## config.mk

```make
export PLATFORM = sky130hd
export DESIGN_NAME = temptop
export DESIGN_NICKNAME = d
export VERILOG_FILES = /design/src/rtl/temptop.sv
export SDC_FILE = /design/constraint.sdc
export NUM_CORES = 1
export LEC_CHECK = 0
export BUFFER_PORTS_ARGS = -buffer_cell sky130_fd_sc_hd__buf_2
export CAP_MARGIN = 20
export CORE_UTILIZATION = 48
export CTS_BUF_LIST = sky130_fd_sc_hd__clkbuf_2
export CTS_CLUSTER_DIAMETER = 40
export DETAILED_ROUTE_END_ITERATION = 12
export PLACE_DENSITY = 0.7
export SLEW_MARGIN = 40
export SYNTH_ARGS = -nofsm -noshare
export SYNTH_HDL_FRONTEND = slang
export SYNTH_SLANG_ARGS = --single-unit
```

## constraint.sdc

```tcl
create_clock -name sclk -period 5.95 [get_ports sclk]
set_input_delay 1.785 -clock sclk [delete_from_list [all_inputs] [get_ports sclk]]
set_output_delay 1.785 -clock sclk [all_outputs]
set_load 0.02 [all_outputs]
```

## src/rtl/temptop.sv

```systemverilog
// I2S master transmitter with an internally looped-back I2S receiver.
// The transmitter sends one left and one right sample per frame of
// 2*AUDIO_DW bit clocks. The receiver listens to the transmitter's own
// lrclk/sdata and reconstructs both channels.
module temptop #(
    parameter int AUDIO_DW = 16
) (
    input  logic                sclk,
    input  logic                reset,
    input  logic [AUDIO_DW-1:0] left_tx_chan,
    input  logic [AUDIO_DW-1:0] right_tx_chan,
    output logic                lrclk_tx,
    output logic                sdata_tx,
    output logic                lrclk_rx,
    output logic                sdata_rx,
    output logic [AUDIO_DW-1:0] left_rx_chan,
    output logic [AUDIO_DW-1:0] right_rx_chan
);

    localparam int CW = $clog2(2 * AUDIO_DW);
    localparam int IW = $clog2(AUDIO_DW);
    localparam logic [CW-1:0] CNT_MAX  = CW'(2 * AUDIO_DW - 1);
    localparam logic [CW-1:0] CNT_HALF = CW'(AUDIO_DW);

    // Transmit state
    logic [CW-1:0]       cnt_q, cnt_d;
    logic [AUDIO_DW-1:0] hold_l_q, hold_l_d;
    logic [AUDIO_DW-1:0] hold_r_q, hold_r_d;
    logic                lrclk_tx_q, lrclk_tx_d;
    logic                sdata_tx_q, sdata_tx_d;
    logic [IW-1:0]       bit_idx;

    // Receive state; the shift register only needs AUDIO_DW-1 bits because
    // the last bit of each word is taken straight from the serial line.
    logic [AUDIO_DW-2:0] shift_q, shift_d;
    logic                rx_lrclk_q;
    logic [AUDIO_DW-1:0] rx_word;
    logic [AUDIO_DW-1:0] left_q, left_d;
    logic [AUDIO_DW-1:0] right_q, right_d;

    // Transmitter next state: frame counter, sample capture at cnt==0, and
    // the bit to present after this edge (one-bit delay behind lrclk).
    always_comb begin
        cnt_d      = (cnt_q == CNT_MAX) ? '0 : cnt_q + 1'b1;
        hold_l_d   = (cnt_q == '0) ? left_tx_chan  : hold_l_q;
        hold_r_d   = (cnt_q == '0) ? right_tx_chan : hold_r_q;
        lrclk_tx_d = (cnt_d >= CNT_HALF);
        bit_idx    = '0;
        sdata_tx_d = hold_r_d[0];
        if (cnt_d == '0) begin
            // Last right bit spills into the first slot of the next frame.
            sdata_tx_d = hold_r_d[0];
        end else if (cnt_d <= CNT_HALF) begin
            bit_idx    = IW'(AUDIO_DW - int'(cnt_d));
            sdata_tx_d = hold_l_d[bit_idx];
        end else begin
            bit_idx    = IW'(2 * AUDIO_DW - int'(cnt_d));
            sdata_tx_d = hold_r_d[bit_idx];
        end
    end

    // Transmitter registers.
    always_ff @(posedge sclk or posedge reset) begin
        if (reset) begin
            cnt_q      <= '0;
            hold_l_q   <= '0;
            hold_r_q   <= '0;
            lrclk_tx_q <= 1'b0;
            sdata_tx_q <= 1'b0;
        end else begin
            cnt_q      <= cnt_d;
            hold_l_q   <= hold_l_d;
            hold_r_q   <= hold_r_d;
            lrclk_tx_q <= lrclk_tx_d;
            sdata_tx_q <= sdata_tx_d;
        end
    end

    assign lrclk_tx = lrclk_tx_q;
    assign sdata_tx = sdata_tx_q;

    // Loopback path into the receiver.
    assign lrclk_rx = lrclk_tx;
    assign sdata_rx = sdata_tx;

    // Receiver next state: a word completes on any lrclk transition, and the
    // bit on the line at that edge is the word's LSB. Reset leaves
    // rx_lrclk_q equal to the reset lrclk, so no boundary follows reset.
    always_comb begin
        rx_word = {shift_q, sdata_rx};
        shift_d = rx_word[AUDIO_DW-2:0];
        left_d  = left_q;
        right_d = right_q;
        if (lrclk_rx && !rx_lrclk_q) begin
            left_d = rx_word;
        end
        if (!lrclk_rx && rx_lrclk_q) begin
            right_d = rx_word;
        end
    end

    // Receiver registers.
    always_ff @(posedge sclk or posedge reset) begin
        if (reset) begin
            shift_q    <= '0;
            rx_lrclk_q <= 1'b0;
            left_q     <= '0;
            right_q    <= '0;
        end else begin
            shift_q    <= shift_d;
            rx_lrclk_q <= lrclk_rx;
            left_q     <= left_d;
            right_q    <= right_d;
        end
    end

    assign left_rx_chan  = left_q;
    assign right_rx_chan = right_q;

endmodule

```

==> run summary <==
Commonest cells post-synth - dfrtp_1 (86), mux2_2 (65), mux2i_1 (25)
Worst r2r path cells - 12
Vias/cell - 5.215
Final setup vio count - 0
Synth top area share - 56.26%
CTS root buffer - clkbuf_2
Initial antenna violation count - 0
First-pass iteration count of the detailed router - 4
Most common cell on crit path - ha_1
Worst Path Arrival - 3.89 ns
Final hold vios - 0
Static Leak - 1.888 nW
Die Ht - 91.27 um
Flop2flop setup slack - 2.50 ns
Die area - 8329 um^2
Ranking of synthesized cells by area - dfrtp_1 (56%), mux2_2 (19%), mux2i_1 (6.5%)
Count leader, synth - dfrtp_1
Routed wire length - 6180 um
Post-CTS sizing - 0
Ys async rst share - 100.0%
Num CTS Buffers - 9
Seq/Total Area, Yosys - 56.26%
CP Capture Type - flop
Initial Util - 49.50%
Status - finished clean
First-pass GRT wire length - 10460 um
H-tree levels - 3
Pin count of the biggest net entering global routing - 48
Die width - 91.27 um
Post-Synthesis Cells - 246
Setup crit end - sdata_rx
CP required - 6.39 ns
Global Route Usage Sum - 16.51%
Dpl hpwl - 4361 um
RD Place Congestion - 0.8085
CP Class - reg -> reg
Synth warn - 0
Io pins - 70
Synth area leader - dfrtp_1
RR Startpoint - cnt_q[0]
RSZ-0062 raised after global routing - no
Layout net count - 357
Clock latency on the worst-skew pair - 0.54 ns
Yosys reg bits - 86
Slowest library cell on the worst path - dfrtp_1
Crit path cell chain - ha_1 > and3_2 > ha_1 > nor2_4 > inv_1 > ha_1 > or3_4 > nand2_4 > mux2i_1 > mux2i_1 > a221o_1 > and3_1
Share of cells above drive strength 1 - 52.48%
Antenna Violating Nets Remaining - 0
Fmax - 290.3 MHz
Reg2reg end - sdata_rx
Post-cts hold buffer count - 0
Crit share post-route - 57.90%
Rel. slew slack - 54.01%
Synth Cell Area - 3825 um^2
PortBufs - 69
Std-Cell Core Area - 7727 um^2
DR iter-0 viols - 64
Area Overhead vs Synth - 15.31%
Worst path max stage delay - 0.48 ns
Critical-path maximum fanout - 17
Peak supply drop - 0.1586 mV
Max-Cap Viols - 0
CTS tree - yes
CP Launch Type - flop
Slew @ Worst Pin - 0.6890 ns
Routed len/inst - 14.58 um
Vias in the first global route - 2195
Hold Crit Class - reg -> reg
EDFF count, synth - 0
Post-Syn Area per Cell - 15.55 um^2
Setup bufs post-CTS - 0
Clk_skew - 0.02904 ns
Most used DFF post-synth - dfrtp_1
Number of core rows - 32
Final min period - 3.445 ns
Residual DRC - 0
Post-route setup TNS - 0 ns
Synth unique cells - 36
Critical Path Source - cnt_q[0]
Pwr dens - 239.9 nW/um^2
Grt ovf - 0
Worst-path clk slew - 0.25 ns
CTS sink count - 86
Max clock buf depth - 2
Pins Over Slew Limit - 0
N_diodes - 0
Tot Pwr - 1.058 mW
Via count - 2211
Synthesized Nets - 285
stage by stage:
stage / setup WS [ns] / hold slack [ns] / util, % / cells / instance area [um^2]
floorplan: 1.943 / 0.3651 / - / 246 / 3825
finish: 2.505 / 0.3907 / 57.08 / 424 / 4410
detailed placement: 2.203 / 0.3796 / 55.04 / 408 / 4253
global route: 2.309 / 0.4099 / 57.08 / 424 / 4410
CTS: 2.167 / 0.3988 / 56.85 / 423 / 4393
global placement: 2.326 / 0.3767 / 54.94 / 407 / 4245
sequential cells by signal (all words and copies together) (netlist names):
signal	count
hold_l_q	16
shift_q	15
sdata_rx	1
right_rx_chan	16
hold_r_q	16
rx_lrclk_q	1
left_rx_chan	16
cnt_q	5
where the power goes:
| part | switching (mW) | leakage (nW) | internal, mW | total (mW) |
|---|---|---|---|---|
| Clock | 0.204 | 0.0765 | 0.141 | 0.345 |
| Sequential | 0.0140 | 1.00 | 0.613 | 0.627 |
| Combinational | 0.0456 | 0.810 | 0.0404 | 0.0860 |
| Total | 0.264 | 1.89 | 0.794 | 1.06 |
worst min path at each step:
stage | slack [ns] | to | depth (start not counted) | from
finish | 0.39 | shift_q[10] | 0 | shift_q[9]
global route | 0.41 | shift_q[10] | 0 | shift_q[9]
CTS | 0.40 | shift_q[10] | 0 | shift_q[9]
detailed placement | 0.38 | shift_q[2] | 0 | shift_q[1]
global placement | 0.38 | shift_q[11] | 0 | shift_q[10]
floorplan | 0.37 | shift_q[10] | 0 | shift_q[9]
cells by family (layout without fill, tap and decap cells):
logic type               after synthesis  count (layout)  share of synthesized area (%)
multiplexers                          99              99                          31.57
adder cells (fa/ha/maj)                5               5                          1.636
buffers and inverters                 19              95                          2.682
XOR/XNOR                               2               2                         0.9488
AO/OA/AOI/OAI                         10              10                          2.552
flip-flops                            86              86                          56.26
AND/OR/NAND/NOR                       25              25                          4.351
layout by cell type (no fill, tap or decap), types with 2 or more instances in the layout:
master,n
clkinvlp_4,2
mux2_2,65
mux4_1,6
clkbuf_2,9
mux2i_1,25
ha_1,5
a311oi_1,2
nor2b_1,3
inv_1,4
buf_2,69
mux4_2,3
bufinv_16,2
nor2_1,4
buf_4,5
dfrtp_1,86
a211oi_1,2
nand2_1,6
area by class of cell:
type | instances | area [um^2]
tap | 102 | 127.6
fill | 661 | 3317
clock buffer | 9 | 45.04
multi-input combinational | 141 | 1573
clock inverter | 6 | 95.09
sequential | 86 | 2152
timing repair buffer | 75 | 397.9
inverter | 5 | 20.02
critical path: cells and delay by family (launching register included):
kind | cells | cell delay [ns]
AOI/OAI and AO/OA | 1 | 0.35
DFF | 1 | 0.48
muxes | 2 | 0.28
adders and majority gates | 3 | 0.73
buffers and inverters | 1 | 0.18
and+or+nand+nor | 5 | 1.33
layer usage:
layer / GRT usage [%] / wire length (um) / up-vias
met5: 0 / 0 / -
met4: 4.762 / 86 / 0
met3: 5.779 / 327 / 9
met2: 26.89 / 3040 / 58
met1: 20.91 / 2726 / 1102
li1: - / - / 1042
Power figures use the tool's default switching activity.
